===== src/rtl/rvcpu_halt_ctrl.sv =====
// Tohost responder and halt sequencer: acknowledges CPU bus requests, detects halt
// triggers, stalls and drains the core, then holds a sticky halted state with exit code.
module rvcpu_halt_ctrl #(
    parameter logic [31:0] TOHOST_ADDR  = 32'h0000_1000,
    parameter int unsigned DRAIN_CYCLES = 4,
    parameter int unsigned CNT_W        = 32
) (
    input  logic             clk,
    input  logic             rst_n,
    input  logic             bus_valid,
    input  logic             bus_we,
    input  logic [31:0]      bus_addr,
    input  logic [31:0]      bus_wdata,
    input  logic [3:0]       bus_wstrb,
    input  logic             bus_sel,
    output logic             bus_ready,
    output logic             bus_rvalid,
    output logic [31:0]      bus_rdata,
    input  logic             halt_req,
    input  logic [31:0]      halt_a0,
    output logic             cpu_stall,
    output logic             halted,
    output logic [31:0]      exit_code,
    output logic             pass,
    output logic [CNT_W-1:0] cycle_count
);

    localparam int unsigned DRAIN_W = 8;

    typedef enum logic [1:0] {
        RUN    = 2'd0,
        DRAIN  = 2'd1,
        HALTED = 2'd2
    } state_t;

    state_t             state_q;
    state_t             state_d;
    logic [DRAIN_W-1:0] drain_q;
    logic [DRAIN_W-1:0] drain_d;
    logic [31:0]        tohost_q;
    logic [31:0]        tohost_d;
    logic [31:0]        exit_d;
    logic [31:0]        rdata_d;
    logic [CNT_W-1:0]   cnt_d;
    logic               accept;
    logic               addr_hit;
    logic               tohost_wr;
    logic               tohost_trig;
    logic               trig;
    logic [31:0]        trig_code;

    // The bus is never back-pressured, whatever the sequencer is doing.
    assign bus_ready = bus_valid & bus_sel;

    // Next-state, bus decode and trigger arbitration.
    always_comb begin
        state_d     = state_q;
        drain_d     = drain_q;
        tohost_d    = tohost_q;
        exit_d      = exit_code;
        rdata_d     = bus_rdata;
        cnt_d       = cycle_count;
        accept      = bus_valid & bus_sel;
        addr_hit    = (bus_addr == TOHOST_ADDR);
        tohost_wr   = accept & bus_we & addr_hit & (bus_wstrb == 4'hF) & (state_q == RUN);
        tohost_trig = tohost_wr & bus_wdata[0];
        trig        = tohost_trig | (halt_req & (state_q == RUN));
        // A tohost trigger beats a simultaneous core halt request.
        trig_code   = tohost_trig ? {1'b0, bus_wdata[31:1]} : halt_a0;

        if (accept && !bus_we) begin
            rdata_d = addr_hit ? tohost_q : 32'h0;
        end
        if (tohost_wr) begin
            tohost_d = bus_wdata;
        end

        case (state_q)
            RUN: begin
                if (cycle_count != {CNT_W{1'b1}}) begin
                    cnt_d = cycle_count + CNT_W'(1);
                end
                if (trig) begin
                    exit_d  = trig_code;
                    drain_d = DRAIN_W'(DRAIN_CYCLES);
                    state_d = DRAIN;
                end
            end
            DRAIN: begin
                if (drain_q == '0) begin
                    state_d = HALTED;
                end else begin
                    drain_d = drain_q - DRAIN_W'(1);
                end
            end
            HALTED: begin
                state_d = HALTED;
            end
            default: begin
                state_d = RUN;
            end
        endcase
    end

    // State and registered outputs.
    always_ff @(posedge clk or negedge rst_n) begin
        if (!rst_n) begin
            state_q     <= RUN;
            drain_q     <= '0;
            tohost_q    <= '0;
            exit_code   <= '0;
            bus_rdata   <= '0;
            cycle_count <= '0;
            bus_rvalid  <= 1'b0;
            cpu_stall   <= 1'b0;
            halted      <= 1'b0;
            pass        <= 1'b0;
        end else begin
            state_q     <= state_d;
            drain_q     <= drain_d;
            tohost_q    <= tohost_d;
            exit_code   <= exit_d;
            bus_rdata   <= rdata_d;
            cycle_count <= cnt_d;
            bus_rvalid  <= accept;
            cpu_stall   <= (state_d != RUN);
            halted      <= (state_d == HALTED);
            pass        <= (state_d == HALTED) && (exit_d == 32'h0);
        end
    end

endmodule


===== config.mk =====
export PLATFORM = sky130hd
export DESIGN_NAME = rvcpu_halt_ctrl
export DESIGN_NICKNAME = d
export VERILOG_FILES = /design/src/rtl/rvcpu_halt_ctrl.sv
export SDC_FILE = /design/constraint.sdc
export NUM_CORES = 1
export LEC_CHECK = 0
export CAP_MARGIN = 20
export CORE_AREA = 4 4 121 123
export DETAILED_ROUTE_END_ITERATION = 8
export DIE_AREA = 0 0 125 127
export PLACE_DENSITY = 0.87
export SETUP_SLACK_MARGIN = 0.5
export SYNTH_ARGS = -nofsm -noshare
export SYNTH_HDL_FRONTEND = slang
export SYNTH_SLANG_ARGS = --single-unit

===== constraint.sdc =====
create_clock -name clk -period 3.9 [get_ports clk]
set_input_delay 0.78 -clock clk [delete_from_list [all_inputs] [get_ports clk]]
set_output_delay 0.78 -clock clk [all_outputs]
set_load 0.005 [all_outputs]

=== Yosys cells after proc, flatten, opt, wreduce, memory -nomap -nowiden ===
Index checks and enable logic that the tools add are counted.

* Flip-flop bits (word level): 142
* Output and inout bits: 101
* Bits of input ports: 106
* Word-level logic and storage cells: 48

* Equal/unequal tests: 8
* Bitwise logic cells: 8
* Muxes and demuxes: 10
* Reductions and logical operators: 10
* Add/subtract/negate cells: 2

{| class="wikitable"
|+ Operators with widths
! cell !! number
|-
| 32-bit 2-to-1 mux || 4
|-
| 32-bit by 1-bit adder with 32-bit output, second input constant || 1
|-
| 32-bit by 13-bit equality test with 1-bit output, second input constant || 1
|-
| 32-bit zero test || 1
|-
| 32-bit inequality test, second input constant || 1
|-
| 8-bit 2-to-1 mux || 2
|-
| 8-bit case mux with 2 select lines || 1
|-
| 8-bit zero test || 1
|-
| 8-bit by 1-bit subtractor with 8-bit output, second input constant || 1
|-
| 1-bit AND || 7
|-
| 2-bit case mux with 3 select lines || 1
|-
| 2-bit equality test, second input constant || 2
|-
| 4-bit equality test, second input constant || 1
|-
| 2-bit 2-to-1 mux || 2
|-
| 2-bit inequality test, second input constant || 2
|-
| 2-bit nonzero test || 2
|-
| 3-bit AND reduction || 1
|-
| 2-bit by 1-bit equality test with 1-bit output, second input constant || 1
|-
| 1-bit logical AND || 2
|-
| 2-bit zero test || 1
|-
| 2-bit AND reduction || 1
|-
| 1-bit zero test || 1
|-
| 1-bit OR || 1
|}

=== Depth between registers and ports, before layout ===
* Depth in word-level cells: 11
* Gate-level depth with buffers: 12
* Mapped depth without buffers: 9

=== Worst setup path after synthesis ===
OpenSTA, ideal clock, no wires.

* Kind: input to register
* From: input bus_addr[26]
* To: register pass
* Path slack: 375 ps
* Data required time: 3789 ps
* Path buffers: 2
* Setup time: 111 ps
* Arrival time: 3414 ps
* Cell stages on the path: 10
* Cells stage by stage: nor4_1 nand4_1 or2_1 buf_6 or3_1 buf_6 o221a_4 a2111o_1 or4_1 a2111oi_2

* Word-level cells in the longest chain between the ends: 10
* Elaborated cells on any way between the ends: 14
* Classes of those cells: eq/ne: 2; mux: 5; bitwise: 5; reduce/logical: 2

{| class="wikitable"
|+ Ends and longest elaborated chain
! what !! RTL line !! RTL
|-
| start: declaration || 12 || <nowiki>input logic [31:0] bus_addr,</nowiki>
|-
| 32-bit by 13-bit equality test with 1-bit output * || 64 || <nowiki>addr_hit = (bus_addr == TOHOST_ADDR);</nowiki>
|-
| 1-bit AND * (3 in series) || 65 || <nowiki>tohost_wr = accept & bus_we & addr_hit & (bus_wstrb == 4'hF) & (state_q == RUN);</nowiki>
|-
| 1-bit AND * || 66 || <nowiki>tohost_trig = tohost_wr & bus_wdata[0];</nowiki>
|-
| 32-bit 2-to-1 mux / 1-bit OR (equally long branches) || 69, 67 ||
|-
| 32-bit 2-to-1 mux * || 83 || <nowiki>if (trig) begin</nowiki>
|-
| 32-bit 2-to-1 mux * || 78 || <nowiki>case (state_q)</nowiki>
|-
| via exit_d[1] || 42 || <nowiki>logic [31:0] exit_d;</nowiki>
|-
| 32-bit zero test * || 128 || <nowiki>pass <= (state_d == HALTED) && (exit_d == 32'h0);</nowiki>
|-
| 1-bit logical AND * || 128 ||
|-
| end signal: assignment || 128 ||
|-
| end: declaration || 24 || <nowiki>output logic pass,</nowiki>
|}

The timed path passes the listed nets; every way through them passes the cells marked *.
A chain may end at the register's enable or synchronous reset.

=== Final worst setup path ===
* From: input bus_we
* To: register pass

* Word-level cells in the longest chain between the ends: 10
* Elaborated cells on any way between the ends: 14
* Classes of those cells: eq/ne: 1; mux: 5; bitwise: 6; reduce/logical: 2

{| class="wikitable"
|+ Ends and longest elaborated chain
! what !! RTL line !! RTL
|-
| start: declaration || 11 || <nowiki>input logic bus_we,</nowiki>
|-
| 1-bit AND * (4 in series) || 65 ||
|-
| 1-bit AND * || 66 ||
|-
| 32-bit 2-to-1 mux / 1-bit OR (equally long branches) || 69, 67 ||
|-
| 32-bit 2-to-1 mux * || 83 ||
|-
| 32-bit 2-to-1 mux * || 78 ||
|-
| via exit_d[4] || 42 ||
|-
| 32-bit zero test * || 128 ||
|-
| 1-bit logical AND * || 128 ||
|}

Marked as above.

==> results.toml <==
[grt]
grt_usage_pct = 24.78
grt_max_degree = 120
grt_pass1_wl_mm = 31.03
grt_pass1_vias = 5769
antenna_found_initial = 0
grt.overflow.total = 0

[drt]
ant_nets = 0
drc_errors = 0
dr_wl_met3_mm = 1.457
route.met2.wl_mm = 9.896
wl_per_cell_um = 20.02
drt_iter0_markers = 479
first_pass_iters = 5
wl_mm = 19.44
wl_met1_mm = 7.601
maxUsedRoutingLayer = "met4"
vias = 5372
routed_via_density = 5.532

[yosys]
synth_edf_count = 0
synth_area_mm2 = 0.006140
synth_top_flop_cell = "dfrtp_1"
syn_area_per_cell_um2 = 11.18
syn_inst = 549
ys_seq_area_share_pct = 57.88
synthDistinctLibCells = 44
postSynth.asyncResetShare_pct = 100.0
yosysWarnings = 0
synth_seq_cells = 142
synth_area_leader_cell = "dfrtp_1"
ys_top_cells_by_area = "dfrtp_1 (58%), mux2_2 (5.7%), nand2_1 (5.2%)"
synthesis.nets = 657
yosys.area.top_type_share_pct = 57.88

[die]
dieArea_mm2 = 0.01588
die_h_um = 127
num_io_pins = 207
core-area_mm2 = 0.01367
rows = 43
initial_utilization_pct = 44.93
die_w_um = 125

[timing]
min_period_ns = 3.312
hold_viol = 0
rsz0062_at_grt = "no"
drv_slew = 0
worst_pin_slew_ns = 0.7579
skew_ns = 0.005314
fmaxAchievable_mhz = 302.0
setup_viol = 0
period_share_pct = 84.91
holdWs_ns = 0.2030
slew_headroom_pct = 48.94

[critical_path]
reg2reg_from = "state_q[0]"
worstPathArrival_ns = 3.62
cp_max_fo = 5
cp.required_ns = 4.21
reg2reg_to = "pass"
timing_worst_setup_path_type = "input port to flop"
critPathLaunchType = "input port"
reg2reg_slack_ns = 0.73
cp-end-kind = "flop"
rr_worst_depth = 8

[placement]
dpl.hpwl_mm = 13.61
io_buffers = 206
place_area_mm2 = 0.008601
gpl.final_weighted_congestion = 0.8353

[cells_and_area]
final_cell_mix = "clkdlybuf4s50_1 (166), dfrtp_1 (142), nand2_1 (85)"
design_area_mm2 = 0.009384
syn_to_final_growth_pct = 52.84
antenna-diode-count = 0
final_common_cell = "clkdlybuf4s50_1"
nNetsFinal = 886
drive_gt1_share_pct = 20.73

[clocking]
hold_buffers = 0
clock_sinks = 142
numCtsBuffers = 17
clkLatencyLatePin_ns = 0.42
clkTransAtPathRegs_ns = 0.06
h-tree-depth = 4
root_buffer = "clkbuf_16"
cts_tree = "built"
cts.path.max_buffers = 2

[status]
status = "completed"

[min_path]
min_path_type = "input port to async pin"

[pwr]
ir_drop_mv = 0.2246
power_density_mw_per_mm2 = 366.1
fin_total_pwr_w = 0.003436
p_leak_nw = 4.243

[flow_run]
drv_cap = 0
## critical path: stages
cell and delay (ns):
dlygate4sd2_1 0.31, and4_2 0.30, nand3_4 0.09, or4_4 0.59, buf_8 0.15, o221a_2 0.27
a2111o_1 0.38, or4_4 0.53, a2111oi_4 0.20
## cell type report
cell class | instances | area, um2
Clock inverter | 14 | 214.0
Inverter | 10 | 37.54
Tap cell | 180 | 225.2
Timing Repair Buffer | 238 | 2291
Fill cell | 993 | 4282
Sequential cell | 142 | 3553
Clock buffer | 18 | 439.2
Multi-Input combinational cell | 369 | 2624
## cell usage after synthesis (2+ instances only)
| library cell | count |
|---|---|
| dfrtp_1 | 142 |
| nand2_1 | 85 |
| o21ai_0 | 39 |
| or3_1 | 32 |
| mux2_2 | 31 |
| o221a_2 | 26 |
| clkbuf_1 | 25 |
| xnor2_1 | 25 |
| nor2_1 | 23 |
| nand3_1 | 19 |
| nor4_1 | 11 |
| xor2_1 | 11 |
| inv_1 | 10 |
| nand4_1 | 9 |
| nor3_1 | 8 |
| and3_1 | 5 |
| and4_1 | 5 |
| or4_1 | 5 |
| a21oi_1 | 3 |
| nand2b_1 | 3 |
| o31ai_1 | 3 |
| and2_1 | 2 |
| buf_6 | 2 |
| ha_1 | 2 |
| nor2b_1 | 2 |
| o211ai_1 | 2 |
| o41ai_1 | 2 |
## registers in the layout (all words and copies together), names as in the netlist
| name | cells |
|---|---|
| bus_rdata | 32 |
| bus_rvalid | 1 |
| cpu_stall | 1 |
| cycle_count | 32 |
| drain_q | 8 |
| exit_code | 32 |
| halted | 1 |
| pass | 1 |
| state_q | 2 |
| tohost_q | 32 |
## routing by layer
metal | vias to the layer above | track usage (%)
met5 | - | 0
met3 | 32 | 8.361
met2 | 235 | 42.33
met4 | 0 | 8.673
met1 | 2680 | 29.49
li1 | 2425 | -
## repair_timing
item | in CTS | in global routing
pin swaps | 20 | 10
buffers inserted | 3 | 3
endpoints found under the setup margin | 8 | 9
gates resized for setup | 121 | 9
endpoints found under the hold margin | 0 | 0
gates cloned | 1 | 0
## report_power, final
part           switching [W]  internal (W)
combinational      0.0000788     0.0000931
clock               0.000637       0.00115
sequential       0.000000116       0.00147
total               0.000716       0.00272
## kinds of logic (layout without fill, tap and decap cells)
kind of cell	after synthesis	after routing	synth area share (%)
multiplexers	32	32	5.849
AND/OR/NAND/NOR	216	217	17.69
AO/OA/AOI/OAI	82	82	10.39
flip-flops	142	142	57.88
buffers and inverters	39	280	2.649
XOR/XNOR	36	36	5.135
adder cells (fa/ha/maj)	2	2	0.4075
## worst max-delay path by stage
stage | depth (start not counted) | to | startpoint
final | 9 | pass | bus_we
after global routing | 12 | pass | bus_addr[12]
after CTS | 8 | pass | bus_addr[22]
after detailed placement | 8 | pass | bus_addr[25]
after global placement | 8 | pass | bus_addr[16]
after floorplan | 8 | pass | bus_addr[18]
## per-stage QoR
step           setup WS [ns]  instances  utilization, %  setup TNS, ns
2_1_floorplan         0.4676        549               -              0
3_3_place_gp         -0.1278        931           62.94        -0.1278
3_5_place_dp         -0.2067        931           62.94        -0.2388
4_1_cts               0.4885        967           68.08              0
5_1_grt               0.5006        971           68.67              0
6_report              0.5885        971           68.67              0
Note: power is estimated with default switching activity, not from simulation.
